[src/rtl/gpr_access_arb_if.sv]
// Debug/bus requester port of the GPR access arbiter: req/gnt accept, one-cycle rvalid response.
interface gpr_access_arb_if #(
  parameter int ADDR_W = 5,
  parameter int DATA_W = 32
);
  logic              req;
  logic              we;
  logic [ADDR_W-1:0] addr;
  logic [DATA_W-1:0] wdata;
  logic              gnt;
  logic              rvalid;
  logic [DATA_W-1:0] rdata;
  logic              err;

  modport master (output req, we, addr, wdata, input gnt, rvalid, rdata, err);
  modport slave  (input req, we, addr, wdata, output gnt, rvalid, rdata, err);
endinterface

[src/rtl/gpr_access_arb.sv]
// Shares the GPR write port and bus read port between core write-back (always wins)
// and a single-outstanding debug requester, with starvation relief via stall_o.
module gpr_access_arb #(
  parameter int ADDR_W   = 5,
  parameter int DATA_W   = 32,
  parameter int NUM_REGS = 32,
  parameter int MAX_WAIT = 8
) (
  input  logic              clk,
  input  logic              rst_n,
  input  logic              core_we_i,
  input  logic [ADDR_W-1:0] core_waddr_i,
  input  logic [DATA_W-1:0] core_wdata_i,
  output logic              stall_o,
  gpr_access_arb_if.slave   dbg,
  output logic              rf_we_o,
  output logic [ADDR_W-1:0] rf_waddr_o,
  output logic [DATA_W-1:0] rf_wdata_o,
  output logic [ADDR_W-1:0] rf_raddr_o,
  input  logic [DATA_W-1:0] rf_rdata_i
);

  localparam int                CNT_W      = $clog2(MAX_WAIT + 1);
  localparam logic [ADDR_W:0]   NUM_REGS_W = (ADDR_W + 1)'(NUM_REGS);
  localparam logic [CNT_W-1:0]  CNT_MAX    = CNT_W'(MAX_WAIT);
  localparam logic [CNT_W-1:0]  CNT_STALL  = CNT_W'(MAX_WAIT - 1);

  typedef enum logic [1:0] {IDLE, PEND, RESP} state_e;

  state_e            state_q, state_d;
  logic              we_q, we_d;
  logic [ADDR_W-1:0] addr_q, addr_d;
  logic [DATA_W-1:0] wdata_q, wdata_d;
  logic [CNT_W-1:0]  cnt_q, cnt_d;
  logic              stall_q, stall_d;
  logic [DATA_W-1:0] rdata_q, rdata_d;
  logic              err_q, err_d;

  logic              addr_bad;
  logic              addr_zero;
  logic [CNT_W-1:0]  cnt_inc;
  logic [DATA_W-1:0] rd_value;
  logic              slot;

  assign addr_bad  = {1'b0, addr_q} >= NUM_REGS_W;
  assign addr_zero = (addr_q == '0);
  assign cnt_inc   = (cnt_q == CNT_MAX) ? cnt_q : cnt_q + CNT_W'(1);

  // A core write to the same register in the read cycle is newer than the file contents.
  assign rd_value = addr_zero                                 ? '0 :
                    (core_we_i && core_waddr_i == addr_q)     ? core_wdata_i :
                                                                rf_rdata_i;

  always_comb begin
    state_d = state_q;
    we_d    = we_q;
    addr_d  = addr_q;
    wdata_d = wdata_q;
    cnt_d   = cnt_q;
    stall_d = stall_q;
    rdata_d = rdata_q;
    err_d   = err_q;
    slot    = 1'b0;
    unique case (state_q)
      IDLE: begin
        if (dbg.req) begin
          we_d    = dbg.we;
          addr_d  = dbg.addr;
          wdata_d = dbg.wdata;
          state_d = PEND;
        end
      end
      PEND: begin
        if (addr_bad || !we_q || !core_we_i) begin
          slot    = we_q && !addr_bad;
          rdata_d = (addr_bad || we_q) ? '0 : rd_value;
          err_d   = addr_bad;
          cnt_d   = '0;
          stall_d = 1'b0;
          state_d = RESP;
        end else begin
          cnt_d   = cnt_inc;
          stall_d = stall_q || (cnt_inc >= CNT_STALL);
        end
      end
      RESP:    state_d = IDLE;
      default: state_d = IDLE;
    endcase
  end

  // Core has absolute priority on the write port; x0 core writes pass through untouched.
  always_comb begin
    rf_we_o    = 1'b0;
    rf_waddr_o = addr_q;
    rf_wdata_o = wdata_q;
    if (core_we_i) begin
      rf_we_o    = 1'b1;
      rf_waddr_o = core_waddr_i;
      rf_wdata_o = core_wdata_i;
    end else if (slot && !addr_zero) begin
      rf_we_o    = 1'b1;
    end
  end

  always_ff @(posedge clk or negedge rst_n) begin
    if (!rst_n) begin
      state_q <= IDLE;
      we_q    <= 1'b0;
      addr_q  <= '0;
      wdata_q <= '0;
      cnt_q   <= '0;
      stall_q <= 1'b0;
      rdata_q <= '0;
      err_q   <= 1'b0;
    end else begin
      state_q <= state_d;
      we_q    <= we_d;
      addr_q  <= addr_d;
      wdata_q <= wdata_d;
      cnt_q   <= cnt_d;
      stall_q <= stall_d;
      rdata_q <= rdata_d;
      err_q   <= err_d;
    end
  end

  assign rf_raddr_o = addr_q;
  assign stall_o    = stall_q;
  assign dbg.gnt    = (state_q == IDLE);
  assign dbg.rvalid = (state_q == RESP);
  assign dbg.rdata  = rdata_q;
  assign dbg.err    = err_q;

endmodule

[src/flat_wrapper.sv]
// flat-port wrapper written by rule: the top's interface ports become plain ports
module gpr_access_arb_flat 
#(
  parameter int ADDR_W   = 5,
  parameter int DATA_W   = 32,
  parameter int NUM_REGS = 32,
  parameter int MAX_WAIT = 8
)
  (clk, rst_n, core_we_i, core_waddr_i, core_wdata_i, stall_o, rf_we_o, rf_waddr_o, rf_wdata_o, rf_raddr_o, rf_rdata_i, dbg_req, dbg_we, dbg_addr, dbg_wdata, dbg_gnt, dbg_rvalid, dbg_rdata, dbg_err);
  gpr_access_arb_if #(.ADDR_W(ADDR_W), .DATA_W(DATA_W)) dbg_i ();
  input  logic clk;
  input  logic rst_n;
  input  logic core_we_i;
  input  logic [ADDR_W-1:0] core_waddr_i;
  input  logic [DATA_W-1:0] core_wdata_i;
  output logic stall_o;
  output logic rf_we_o;
  output logic [ADDR_W-1:0] rf_waddr_o;
  output logic [DATA_W-1:0] rf_wdata_o;
  output logic [ADDR_W-1:0] rf_raddr_o;
  input  logic [DATA_W-1:0] rf_rdata_i;
  input wire logic [$bits(dbg_i.req)-1:0] dbg_req;
  input wire logic [$bits(dbg_i.we)-1:0] dbg_we;
  input wire logic [$bits(dbg_i.addr)-1:0] dbg_addr;
  input wire logic [$bits(dbg_i.wdata)-1:0] dbg_wdata;
  output wire logic [$bits(dbg_i.gnt)-1:0] dbg_gnt;
  output wire logic [$bits(dbg_i.rvalid)-1:0] dbg_rvalid;
  output wire logic [$bits(dbg_i.rdata)-1:0] dbg_rdata;
  output wire logic [$bits(dbg_i.err)-1:0] dbg_err;
  assign dbg_i.req = dbg_req;
  assign dbg_i.we = dbg_we;
  assign dbg_i.addr = dbg_addr;
  assign dbg_i.wdata = dbg_wdata;
  assign dbg_gnt = dbg_i.gnt;
  assign dbg_rvalid = dbg_i.rvalid;
  assign dbg_rdata = dbg_i.rdata;
  assign dbg_err = dbg_i.err;
  gpr_access_arb #(.ADDR_W(ADDR_W), .DATA_W(DATA_W), .NUM_REGS(NUM_REGS), .MAX_WAIT(MAX_WAIT)) u_core (.clk(clk), .rst_n(rst_n), .core_we_i(core_we_i), .core_waddr_i(core_waddr_i), .core_wdata_i(core_wdata_i), .stall_o(stall_o), .dbg(dbg_i), .rf_we_o(rf_we_o), .rf_waddr_o(rf_waddr_o), .rf_wdata_o(rf_wdata_o), .rf_raddr_o(rf_raddr_o), .rf_rdata_i(rf_rdata_i));
endmodule
[config.mk]
export PLATFORM = sky130hd
export DESIGN_NAME = gpr_access_arb_flat
export DESIGN_NICKNAME = d
export VERILOG_FILES = /design/src/rtl/gpr_access_arb_if.sv /design/src/rtl/gpr_access_arb.sv /design/src/flat_wrapper.sv
export SDC_FILE = /design/constraint.sdc
export NUM_CORES = 1
export LEC_CHECK = 0
export CAP_MARGIN = 15
export CORE_AREA = 2 2 99 101
export DETAILED_ROUTE_END_ITERATION = 10
export DIE_AREA = 0 0 101 103
export GPL_ROUTABILITY_DRIVEN = 0
export PLACE_DENSITY = 0.85
export REMOVE_ABC_BUFFERS = 1
export SLEW_MARGIN = 20
export SYNTH_ARGS = -nofsm -noshare
export SYNTH_HDL_FRONTEND = slang
export SYNTH_SLANG_ARGS = --single-unit
[constraint.sdc]
create_clock -name clk -period 3.94 [get_ports clk]
set_clock_uncertainty 0.2 [all_clocks]
set_input_delay 0.788 -clock clk [delete_from_list [all_inputs] [get_ports clk]]
set_output_delay 0.788 -clock clk [all_outputs]
set_load 0.05 [all_outputs]
==> results of run 1 <==
==> cells by family after synthesis <==
group | synth area share
mux | 0.2046
xor+xnor | 0.01062
other cells | 0.0009096
compound gates | 0.1202
fa+ha+maj | 0.009106
flops | 0.4674
simple gates | 0.1414
buf+inv | 0.04583
==> final timing paths <==
check / endpoint / slack (ps) / depth (start not counted)
setup reg to reg: u_core.wdata_q[21] / 1810 / 3
hold reg to reg: u_core.wdata_q[8] / 290 / 1
setup / recovery: rf_we_o / 680 / 4
max in group asynchronous: u_core.dbg.rdata[11] / 2710 / 2
hold / removal: u_core.wdata_q[6] / 250 / 1
min in group clk: u_core.wdata_q[8] / 290 / 1
==> where the power goes <==
| group | switching, mW | internal (mW) | leakage, nW |
|---|---|---|---|
| Clock | 0.285 | 0.390 | 0.116 |
| Combinational | 1.80 | 1.04 | 1.57 |
| Sequential | 0.214 | 1.14 | 0.950 |
| Total | 2.30 | 2.58 | 2.63 |
==> per-layer routing <==
metal / routed length, um / part of all wire
met5: 0 / 0
met4: 309 / 0.026
met3: 736 / 0.062
met2: 6001 / 0.50
met1: 4862 / 0.41
==> cell type report <==
cell class	count	area, um^2
Inverter	4	15.01
Tap cell	114	142.6
Multi-Input combinational cell	251	2009
Clock inverter	4	70.07
Clock buffer	12	155.1
Sequential cell	77	1927
Timing Repair Buffer	197	1979
Fill cell	721	3161
==> cell usage in the layout, fill, tap and decap left out <==
cell type	netlist	layout
mux2i_1	1	1
and2_2	0	2
a21o_1	1	1
o211ai_2	30	30
inv_1	4	4
a32o_1	1	1
nor2_1	6	6
clkinv_2	0	2
nand2_1	72	72
ha_1	3	3
dfrtp_1	77	77
conb_1	1	1
o211ai_1	2	2
mux2_1	38	38
a221oi_1	1	1
nand4_1	32	32
xnor2_1	1	1
and3_1	1	1
nor4_2	1	1
o21ai_0	4	4
o22ai_1	1	1
clkbuf_8	0	11
a211oi_4	1	1
a21oi_1	1	1
buf_2	12	1
or2_1	1	1
buf_4	1	7
a22o_1	1	1
o21ai_1	2	2
clkbuf_1	10	1
nand2b_1	1	1
xor2_1	4	4
clkdlybuf4s50_1	0	186
bufinv_16	0	2
a211o_1	1	1
and2_1	3	1
buf_12	0	3
mux2_2	36	36
nor4_4	1	1
nor2b_1	3	3
==> per-stage QoR <==
step                hold WS, ps  utilization
finish                    248.2       0.6659
detailed placement        268.8       0.6399
floorplan                 254.2            -
CTS                       289.3       0.6638
global route              284.7       0.6659
global placement          262.6       0.6399
==> flip-flops by register name, summed over array words and instances (netlist names) <==
signal and flops:
u_core.cnt_q 4, u_core.dbg.rdata 32, u_core.rf_raddr_o 5, u_core.stall_o 1
u_core.state_q 2, u_core.wdata_q 32, u_core.we_q 1
==> flow_metrics.tcl, run 1 <==
set metrics [dict create \
    outcome "finished clean" \
    avgSynthCellArea_um2 11.39 \
    dieArea_um2 10400 \
    drt_iter0_drc 92 \
    hold_buffers 0 \
    drv_cap 0 \
    ys_async_sr_fraction 1.000 \
    antenna_found_initial 0 \
    drc 0 \
    critical_path.slowest_cell "clkdlybuf4s50_1" \
    crit_start "u_core.rf_raddr_o[4]" \
    via_per_inst 5.463 \
    setup_viol 0 \
    ir_drop_mv 0.4796 \
    cts_resized 0 \
    slew_violations 0 \
    fin_crit_ps 3257 \
    cp_num_buf_inv 1 \
    grt_use_met2 0.4072 \
    ys_warn_count 0 \
    via_count 3600 \
    ys_seq_elements 77 \
    num_rows 36 \
    max-slew-margin-rel 0.3479 \
    htree_levels 3 \
    finalHoldViolations 0 \
    p_leak_nw 2.633 \
    powerDensity_nw_per_um2 774.5 \
    syn_area_um2 4123 \
    synth_top_cell_area_share 0.4674 \
    critical_path_arrival_ps 2270 \
    grt_max_degree 78 \
    synthToLayoutAreaGrowth_pct 52.78 \
    use_met3 0.04542 \
    post-cts-setup-buffers 0 \
    worstSkewPairLatency_ps 340 \
    instances_no_fill 659 \
    p_total_mw 4.878 \
    syn_inst 362 \
    worst_slew_pin_slew_ps 978.2 \
    routed_wl_mm 11.91 \
    rsz0062_at_grt "no" \
    grt_pass1_vias 3753 \
    io_buffers 188 \
    period_share 0.8268 \
    clock-sinks 77 \
    final_area_um2 6299 \
    routedWlPerCell_um 18.07 \
    crit_required_ps 2950 \
    hp-class "primary input to async pin" \
    synth_area_leaders "dfrtp_1 (47%), mux2_1 (10%), mux2_2 (9.8%)" \
    end_kind "output pin" \
    synth_common_cells "dfrtp_1 (77), nand2_1 (72), mux2_1 (38)" \
    cts_buffer_depth 2 \
    rr_startpoint "u_core.state_q[0]" \
    yosysMostFrequentCell "dfrtp_1" \
    crit_fanout 5 \
    synth_cell_types 38 \
    critPathLaunchType "flop" \
    synth_edf_count 0 \
    setup_slack_ps 682.5 \
    root_buffer "clkbuf_8" \
    initial_utilization 0.4358 \
    cp_top_family "buffers and inverters" \
    grt_use_total 0.2276 \
    fin_nets 654 \
    first_pass_iters 6 \
    grt_pass1_wl_mm 18.16 \
    layout-drive-gt1-share 0.1780 \
    place_ws_ps 671.8 \
    dp_hpwl_mm 8.250 \
    overflow 0 \
    final_antenna_net_count 0 \
    grt_most_used_layer "met2" \
    cts_tree "yes" \
    setup_tns_ps 0 \
    core_area_um2 9459 \
    die_width_um 101 \
    crit_chain "nor4_2 -> a21oi_1 -> a21o_1 -> clkdlybuf4s50_1" \
    cpPeakStageDelay_ps 710 \
    design.portCount 190 \
    synthFlopType "dfrtp_1" \
    cts.clk_slew.worst_paths_ps 80 \
    worstSetupPathType "flop to output pin" \
    ys_seq_area_frac 0.4674 \
    met1_usage 0.2626 \
    dpl.cell_count 642 \
    num_antenna_cells 0 \
    synth_area_leader_cell "dfrtp_1" \
    dpl_cell_area_um2 6053 \
    numCtsBuffers 9 \
    dieHeight_um 103 \
    fmax_mhz 307.0 \
]
(Power assumes the default switching activity.)
==> run 2: changes to the inputs <==
- CORE_AREA: 2 2 99 101 -> 2 2 108 110
- DIE_AREA: 0 0 101 103 -> 0 0 110 112
- PLACE_DENSITY: 0.85 -> 0.76
- clock period: 3.94 -> 2.7 ns (I/O delays scaled with it)
==> run 2 against run 1 <==
Critical path type unchanged. Largest power group unchanged. First-iteration DRC count is 26% higher. Sequential cell count stayed put. Non-clock buffer count is 2 higher. Register-to-register slack worse by 1000 ps. The run now ends with negative hold slack left. Critical endpoint unchanged. Highest routed layer unchanged.
==> flow_metrics.tcl, run 2 (synthesized netlist as in run 1, its figures left out) <==
set metrics [dict create \
    outcome "finished with violations" \
    violations "negative hold slack" \
    overflow 0 \
    setup_viol 0 \
    final_common_cell "clkdlybuf4s50_1" \
    period_share 0.9233 \
    clock-sinks 77 \
    die_width_um 110 \
    dieHeight_um 112 \
    worstReg2RegEnd "u_core.dbg.rdata[4]" \
    design.portCount 190 \
    worstSkewPairLatency_ps 330 \
    cts_resized 0 \
    ir_drop_mv 0.7825 \
    synthToLayoutAreaGrowth_pct 55.05 \
    grt_max_degree 42 \
    via_per_inst 5.197 \
    initial_utilization 0.3689 \
    finalHoldViolations 11 \
    drv_cap 0 \
    crit_start "u_core.rf_raddr_o[4]" \
    powerDensity_nw_per_um2 1151 \
    dp_hpwl_mm 8.600 \
    p_total_mw 7.357 \
    core_area_um2 11170 \
    fin_nets 656 \
    r2r_cells 5 \
    dieArea_um2 12320 \
    grt_pass1_vias 3905 \
    numCtsBuffers 9 \
    drt_iter0_drc 116 \
    fmax_mhz 401.1 \
    hp-class "primary input to async pin" \
    via_count 3586 \
    routedWlPerCell_um 17.08 \
    num_antenna_cells 0 \
    dpl_cell_area_um2 6080 \
    rsz0062_at_grt "no" \
    fin_crit_ps 2493 \
    max-slew-margin-rel 0.6399 \
    routed_wl_mm 11.79 \
    dpl.cell_count 674 \
    critical_path_arrival_ps 1750 \
    cts.clk_slew.worst_paths_ps 60 \
    p_leak_nw 2.728 \
    worst_slew_pin_slew_ps 538.4 \
    hold_buffers 0 \
    setup_tns_ps 0 \
    final_cell_mix "clkdlybuf4s50_1 (148), dfrtp_1 (77), nand2_1 (72), buf_4 (43), mux2_1 (38)" \
    grt_pass1_wl_mm 19.02 \
    rr_startpoint "u_core.state_q[1]" \
    instances_no_fill 690 \
    layout-drive-gt1-share 0.2505 \
    grt_use_total 0.1972 \
    hold_slack_ps -20.63 \
    final_area_um2 6392 \
    endpoint "rf_we_o" \
    antenna_found_initial 0 \
    critPathLaunchType "flop" \
    crit_fanout 5 \
    io_buffers 188 \
    slew_violations 0 \
    num_rows 39 \
    cts_tree "yes" \
    end_kind "output pin" \
    worstSetupPathType "flop to output pin" \
    drc 0 \
    post-cts-setup-buffers 0 \
    root_buffer "clkbuf_16" \
    ff2ff_setup_slack_ps 790 \
    cts_buffer_depth 2 \
    first_pass_iters 4 \
    crit_required_ps 1960 \
    htree_levels 3 \
    final_antenna_net_count 0 \
]
-- run 2: changes by cell type in the layout (fill, tap and decap cells not counted) --
cell / change
buf_12: +4
buf_4: +36
bufinv_16: -1
clkbuf_16: +9
clkbuf_8: -8
clkdlybuf4s50_1: -38
clkinv_2: -1
clkinvlp_4: +1
-- run 2: report_power, final --
| part | leakage (nW) | switching, mW | internal [mW] |
|---|---|---|---|
| combinational | 1.63 | 2.62 | 1.50 |
| clock | 0.152 | 0.461 | 0.790 |
| sequential | 0.950 | 0.312 | 1.67 |
| total | 2.73 | 3.39 | 3.97 |
-- run 2: worst min-delay path by stage --
stage	to	cells past startpoint
after global placement	u_core.wdata_q[22]	1
after CTS	u_core.wdata_q[20]	1
after global routing	u_core.wdata_q[20]	1
after detailed placement	u_core.dbg.rdata[6]	2
final	u_core.wdata_q[20]	1
after floorplan	u_core.cnt_q[0]	0
-- run 2: through the flow --
stage               worst slack [ps]  utilization
CTS                            168.9       0.5721
floorplan                     -828.6            -
finish                         207.2       0.5721
detailed placement             233.5       0.5441
global placement               315.8       0.5441
global route                   112.4       0.5721
-- run 2: cell type report --
type	instances	area, um^2
fillers	962	4782
inverters	4	15.01
multi-input cells	251	2009
clock inverters	3	42.54
well taps	143	178.9
clock buffers	13	270.3
flip-flops and latches	77	1927
repair buffers	199	1949
-- run 2: layer usage --
layer / routed length [um] / share of wire / up-vias / global-route usage
li1: - / - / 1656 / -
met1: 4592 / 0.39 / 1769 / 0.2263
met2: 5985 / 0.51 / 141 / 0.3440
met3: 946 / 0.080 / 20 / 0.04742
met4: 262 / 0.022 / 0 / 0.08354
met5: 0 / 0 / - / 0
-- run 2: worst max-delay path, cell delays in order, from the launching register on --
cell and delay (ps):
dfrtp_1 430, nor4_2 460, a21oi_1 150, a21o_1 230, buf_12 150
